File: src/rtl/pwm_pkg.sv
// pwm_pkg: FSM state type, PWM register map and default bus timeout shared by the config master
package pwm_pkg;
  typedef enum logic [1:0] {ST_IDLE, ST_REQ, ST_RSP} state_t;
  localparam logic [15:0] ADR_CTRL   = 16'd0;
  localparam logic [15:0] ADR_DIV    = 16'd2;
  localparam logic [15:0] ADR_PERIOD = 16'd4;
  localparam logic [15:0] ADR_DC     = 16'd6;
  localparam int DEF_TIMEOUT = 16;
endpackage

File: src/rtl/wb_cmd_fifo.sv
// wb_cmd_fifo: show-ahead sync FIFO (clk, rst, push/din, pop/dout head, full, empty); overflow/underflow ignored
module wb_cmd_fifo #(
  parameter int W     = 33,
  parameter int DEPTH = 4
) (
  input  logic         clk,
  input  logic         rst,
  input  logic         push,
  input  logic         pop,
  input  logic [W-1:0] din,
  output logic [W-1:0] dout,
  output logic         full,
  output logic         empty
);
  localparam int AW = $clog2(DEPTH);
  logic [W-1:0] mem [DEPTH];
  logic [AW-1:0] wp, rp;
  logic [AW:0] cnt;
  logic wr, rd;
  assign wr = push && !full;
  assign rd = pop && !empty;
  assign full = cnt == (AW+1)'(DEPTH);
  assign empty = cnt == '0;
  assign dout = mem[rp];
  always_ff @(posedge clk)
    if (wr) mem[wp] <= din;
  always_ff @(posedge clk)
    if (rst) begin
      wp <= '0;
      rp <= '0;
      cnt <= '0;
    end else begin
      if (wr) wp <= wp + 1'b1;
      if (rd) rp <= rp + 1'b1;
      cnt <= cnt + (AW+1)'(wr) - (AW+1)'(rd);
    end
endmodule

File: src/rtl/wb_cfg_master.sv
// wb_cfg_master: queued cmd (i_cmd_*) -> single-cycle Wishbone master (o_wb_*/i_wb_*) with timeout, one o_rsp_* pulse per command
module wb_cfg_master
  import pwm_pkg::*;
#(
  parameter int ADDR_W     = 16,
  parameter int DATA_W     = 16,
  parameter int FIFO_DEPTH = 4,
  parameter int TIMEOUT    = DEF_TIMEOUT
) (
  input  logic              i_clk,
  input  logic              i_rst,
  input  logic              i_cmd_valid,
  output logic              o_cmd_ready,
  input  logic              i_cmd_we,
  input  logic [ADDR_W-1:0] i_cmd_adr,
  input  logic [DATA_W-1:0] i_cmd_data,
  output logic              o_rsp_valid,
  output logic [DATA_W-1:0] o_rsp_data,
  output logic              o_rsp_err,
  output logic              o_busy,
  output logic              o_wb_cyc,
  output logic              o_wb_stb,
  output logic              o_wb_we,
  output logic [ADDR_W-1:0] o_wb_adr,
  output logic [DATA_W-1:0] o_wb_data,
  input  logic [DATA_W-1:0] i_wb_data,
  input  logic              i_wb_ack
);
  localparam int CW = $clog2(TIMEOUT);
  localparam int FW = 1 + ADDR_W + DATA_W;
  state_t state, state_nxt;
  logic [FW-1:0] head;
  logic [CW-1:0] cnt;
  logic full, empty, pop, to, done;
  wb_cmd_fifo #(.W(FW), .DEPTH(FIFO_DEPTH)) u_fifo (
    .clk(i_clk),
    .rst(i_rst),
    .push(i_cmd_valid),
    .pop(pop),
    .din({i_cmd_we, i_cmd_adr, i_cmd_data}),
    .dout(head),
    .full(full),
    .empty(empty)
  );
  always_ff @(posedge i_clk)
    state <= i_rst ? ST_IDLE : state_nxt;
  always_comb
    state_nxt = state == ST_IDLE ? (empty ? ST_IDLE : ST_REQ) :
                state == ST_REQ  ? (done ? ST_RSP : ST_REQ) : ST_IDLE;
  // ack beats timeout on the same edge: done covers both, err only when ack is absent
  always_comb begin
    pop = state == ST_IDLE && !empty;
    to = cnt == CW'(TIMEOUT - 1);
    done = state == ST_REQ && (i_wb_ack || to);
    o_cmd_ready = !full;
    o_busy = !empty || state != ST_IDLE;
  end
  always_ff @(posedge i_clk)
    if (i_rst) begin
      o_wb_cyc <= 1'b0;
      o_wb_we <= 1'b0;
      o_wb_adr <= '0;
      o_wb_data <= '0;
      o_rsp_valid <= 1'b0;
      o_rsp_err <= 1'b0;
      o_rsp_data <= '0;
      cnt <= '0;
    end else begin
      o_rsp_valid <= done;
      o_rsp_err <= done && !i_wb_ack;
      o_rsp_data <= (done && i_wb_ack && !o_wb_we) ? i_wb_data : '0;
      if (pop) begin
        {o_wb_we, o_wb_adr, o_wb_data} <= head;
        o_wb_cyc <= 1'b1;
        cnt <= '0;
      end else begin
        if (done) o_wb_cyc <= 1'b0;
        if (state == ST_REQ && !to) cnt <= cnt + 1'b1;
      end
    end
  assign o_wb_stb = o_wb_cyc;
endmodule
File: config.mk
export PLATFORM = sky130hd
export DESIGN_NAME = wb_cfg_master
export DESIGN_NICKNAME = d
export VERILOG_FILES = /design/src/rtl/pwm_pkg.sv /design/src/rtl/wb_cmd_fifo.sv /design/src/rtl/wb_cfg_master.sv
export SDC_FILE = /design/constraint.sdc
export NUM_CORES = 1
export LEC_CHECK = 0
export CORE_AREA = 2 2 132 134
export DETAILED_ROUTE_END_ITERATION = 12
export DIE_AREA = 0 0 134 136
export GPL_TIMING_DRIVEN = 0
export SLEW_MARGIN = 30
export SYNTH_ARGS = -nofsm -noshare
export SYNTH_HDL_FRONTEND = slang
export SYNTH_SLANG_ARGS = --single-unit
File: constraint.sdc
create_clock -name i_clk -period 2.5 [get_ports i_clk]
set_input_delay 0.375 -clock i_clk [delete_from_list [all_inputs] [get_ports i_clk]]
set_output_delay 0.375 -clock i_clk [all_outputs]
set_load 0.005 [all_outputs]
==> run metrics, run 1 <==
gpl congestion=0.661; setup violators final=0; Most Crowded Layer GR=met2; CORE AREA=0.0169 mm²; worst hold endpoint=o_wb_adr[10]; setup bufs post-CTS=0; MaxCap Viol Count=0; first-pass GRT wire length=21000 µm; met3 GRT Util=4.06%; clock root buffer=clkbuf_16; GR Overflow Total=0; DR vias=3723; min-delay worst type=flip-flop to flip-flop; Clock Latency Late Sink=430 ps; worst-path maximum fanout=7; Mapped Nets=433; CTS tree=done; vias in the first global route=3953; Max Clk Rate=0.424 GHz; Area Growth Syn to Fin=29.3%; placed cell area=0.00849 mm²; clock slew at reported path FFs=70 ps; overall routed net length=13400 µm; Max Root-Sink Buffers=2; post-route ant nets=0; largest family of logic cells by synthesized area=multiplexers; pwr dens=1070 mW/mm²; crit path capture type=primary output; starting density of the core=41.7%; cell taking the most area after synthesis=edfxtp_1; adder-cell area share of the yosys netlist=1.53%; final worst path period share=94.4%; hold_buf cts=0; # rows=48; CTS Sinks=197; Die Y=136 µm; VDD IR max=0.000641 V; Slew Limit Fails=0; crit path DAT=1990 ps; Post-Syn Area=0.00705 mm²; simple-gate portion of the synthesized area=4.58%; Distinct cells, synth=37; met1 usage=19.1%; RR Endpoint=u_fifo.cnt[2]; Port Buf Inserts=107; pre-CTS WS=243 ps; H-tree depth=4; Post-Route Setup TNS=0 ps; worst hold stages=1; final non-filler cell area=0.00911 mm²; Reg2Reg Setup Slack=230 ps; drt wl/cell=18.1 µm; post-synthesis register bit count=197; largest net degree at the start of global routing=34; Worst setup SP type=flip-flop; Period minus WS final=2360 ps; nets=562; layout cells sized above 1=18.1%; reg2reg start=u_fifo.cnt[1]; Hold WS=478 ps; clk_skew=8.74 ps; mean post-synth cell area=18.9 µm²; sequential fraction of the synthesis area=74.7%; Total GRT Usage=15.7%; average via count per standard cell=5.03; drt pass-1 iters=4; reg2reg path depth=9; die area=0.0182 mm²; status=complete, no violations; io pins=108; Syn Inst Count=372; worst slew pin tran=689 ps; post-CTS resize count=0; XOR/XNOR Fraction of Synth Area=0.249%; mux contribution to synthesized area=10.5%; Final Hold Fails=0; CP required=2120 ps; number of DRC markers in iteration 0=262; die width=134 µm; met2 usage=26.6%; initial antenna violation count=1; Compound-Gate Fraction of Synth Area=6.00%; leakage=3.12 nW; cts bufs inserted=17; Synth area leaders=edfxtp_1 (56%), dfxtp_1 (18%), mux4_2 (11%); Syn. warnings=0; post-DP HPWL=8770 µm; hold_sp=o_wb_adr[10]; normalized max-slew margin=54.1%; RSZ-0062 raised after global routing=no; # DRC=0; kind of critical path=flip-flop to primary output; Fillers=1352; area share of the largest cell type after synthesis=56.3%; PnR worst setup slack=139 ps
[placed cells by master, fill, tap and decap left out, types with 3 or more instances in the layout]
cell	netlist	routed
mux4_2	33	33
buf_8	3	3
ha_1	7	7
nor3_1	6	6
buf_16	0	3
and2_1	16	16
a21oi_1	7	7
dfxtp_1	65	65
nor2_1	5	5
clkinv_2	0	3
a22o_1	33	33
o21ai_0	5	5
inv_6	0	5
bufinv_16	0	3
clkbuf_16	0	17
clkdlybuf4s50_1	0	107
edfxtp_1	132	132
inv_1	10	10
buf_2	7	7
nor2b_1	3	3
nand3_1	3	3
clkbuf_1	6	6
and3_2	0	3
[synth_stat cells]
cell and instances:
edfxtp_1 132, dfxtp_1 65, a22o_1 33, mux4_2 33, and2_1 16, inv_1 10
a21oi_1 7, buf_2 7, ha_1 7, clkbuf_1 6, nor3_1 6, and3_1 5
nor2_1 5, o21ai_0 5, buf_8 3, nand3_1 3, nor2b_1 3, buf_4 2
nand2_1 2, nand3b_1 2, o31ai_1 2, or3_1 2, xnor2_1 2, a21o_2 1
a21oi_4 1, a311oi_1 1, a31o_1 1, a31o_2 1, and3_4 1, buf_6 1
fa_1 1, nand2b_2 1, nor2_4 1, nor3b_1 1, nor4b_4 1, o21a_1 1
or3_4 1
[layout make-up]
cell class	instances	area, µm²	area share, %
Clock inverter	15	194	2.13
Antenna cell	1	2.50	0.0275
Multi-Input combinational cell	146	1620	17.8
Buffer	19	129	1.41
Tap cell	225	282	3.09
Sequential cell	197	5270	57.8
Inverter	10	37.5	0.412
Clock buffer	17	425	4.67
Timing Repair Buffer	110	1150	12.7
[power by group]
group / internal, W / leakage (nW) / switching [W]
sequential: 0.00401 / 1.74 / 0.000257
combinational: 0.00152 / 1.07 / 0.00111
clock: 0.00160 / 0.307 / 0.00121
[registers in the layout, summed over array words and instances (netlist names), 2 cells and up]
register	count
cnt	4
o_rsp_data	16
o_wb_adr	16
o_wb_data	16
state	2
u_fifo.cnt	3
u_fifo.mem	132
u_fifo.rp	2
u_fifo.wp	2
[stage by stage]
step | utilization (%) | total power (W) | cells
2_1_floorplan | - | 0.00584 | 372
3_3_place_gp | 49.8 | 0.00695 | 704
3_5_place_dp | 50.3 | 0.00704 | 707
4_1_cts | 54.0 | 0.00986 | 739
5_1_grt | 54.0 | 0.0102 | 740
6_report | 54.0 | 0.00972 | 740
[worst max-delay path by stage]
stage	start	endpoint	slack (ps)	depth (start not counted)
final	u_fifo.cnt[2]	o_cmd_ready	140	3
after global routing	u_fifo.cnt[2]	o_cmd_ready	8	3
after CTS	u_fifo.cnt[2]	o_cmd_ready	100	3
after detailed placement	u_fifo.cnt[1]	u_fifo.cnt[2]	240	9
after global placement	i_cmd_valid	u_fifo.mem[2][23]	-460	2
after floorplan	u_fifo.cnt[1]	u_fifo.cnt[2]	460	9
[logic make-up (layout without fill, tap and decap cells)]
kind of cell,Yosys count,count (layout)
simple gates,50,50
flops,197,197
fa+ha+maj,8,8
mux,33,33
compound gates,53,53
other cells,0,1
buf+inv,29,171
xor+xnor,2,2
[layer usage]
| layer | vias to the layer above | share of wire (%) |
|---|---|---|
| met5 | - | 0 |
| met4 | 0 | 1.6 |
| met3 | 13 | 2.8 |
| met2 | 56 | 53 |
| met1 | 1921 | 43 |
| li1 | 1733 | - |
[critical path, cell delays in order, from the launching register on]
cell,delay [ps]
dfxtp_1,410
nor3b_1,440
inv_1,210
clkdlybuf4s50_1,500
Power figures use the tool's default switching activity.
==> run 2, diff against run 1 <==
- CTS_CLUSTER_DIAMETER: not set -> 60
- SKIP_CTS_REPAIR_TIMING: not set -> 1
==> results of run 2 <==
Final layout, timing and power as in run 1 (identical DEF).
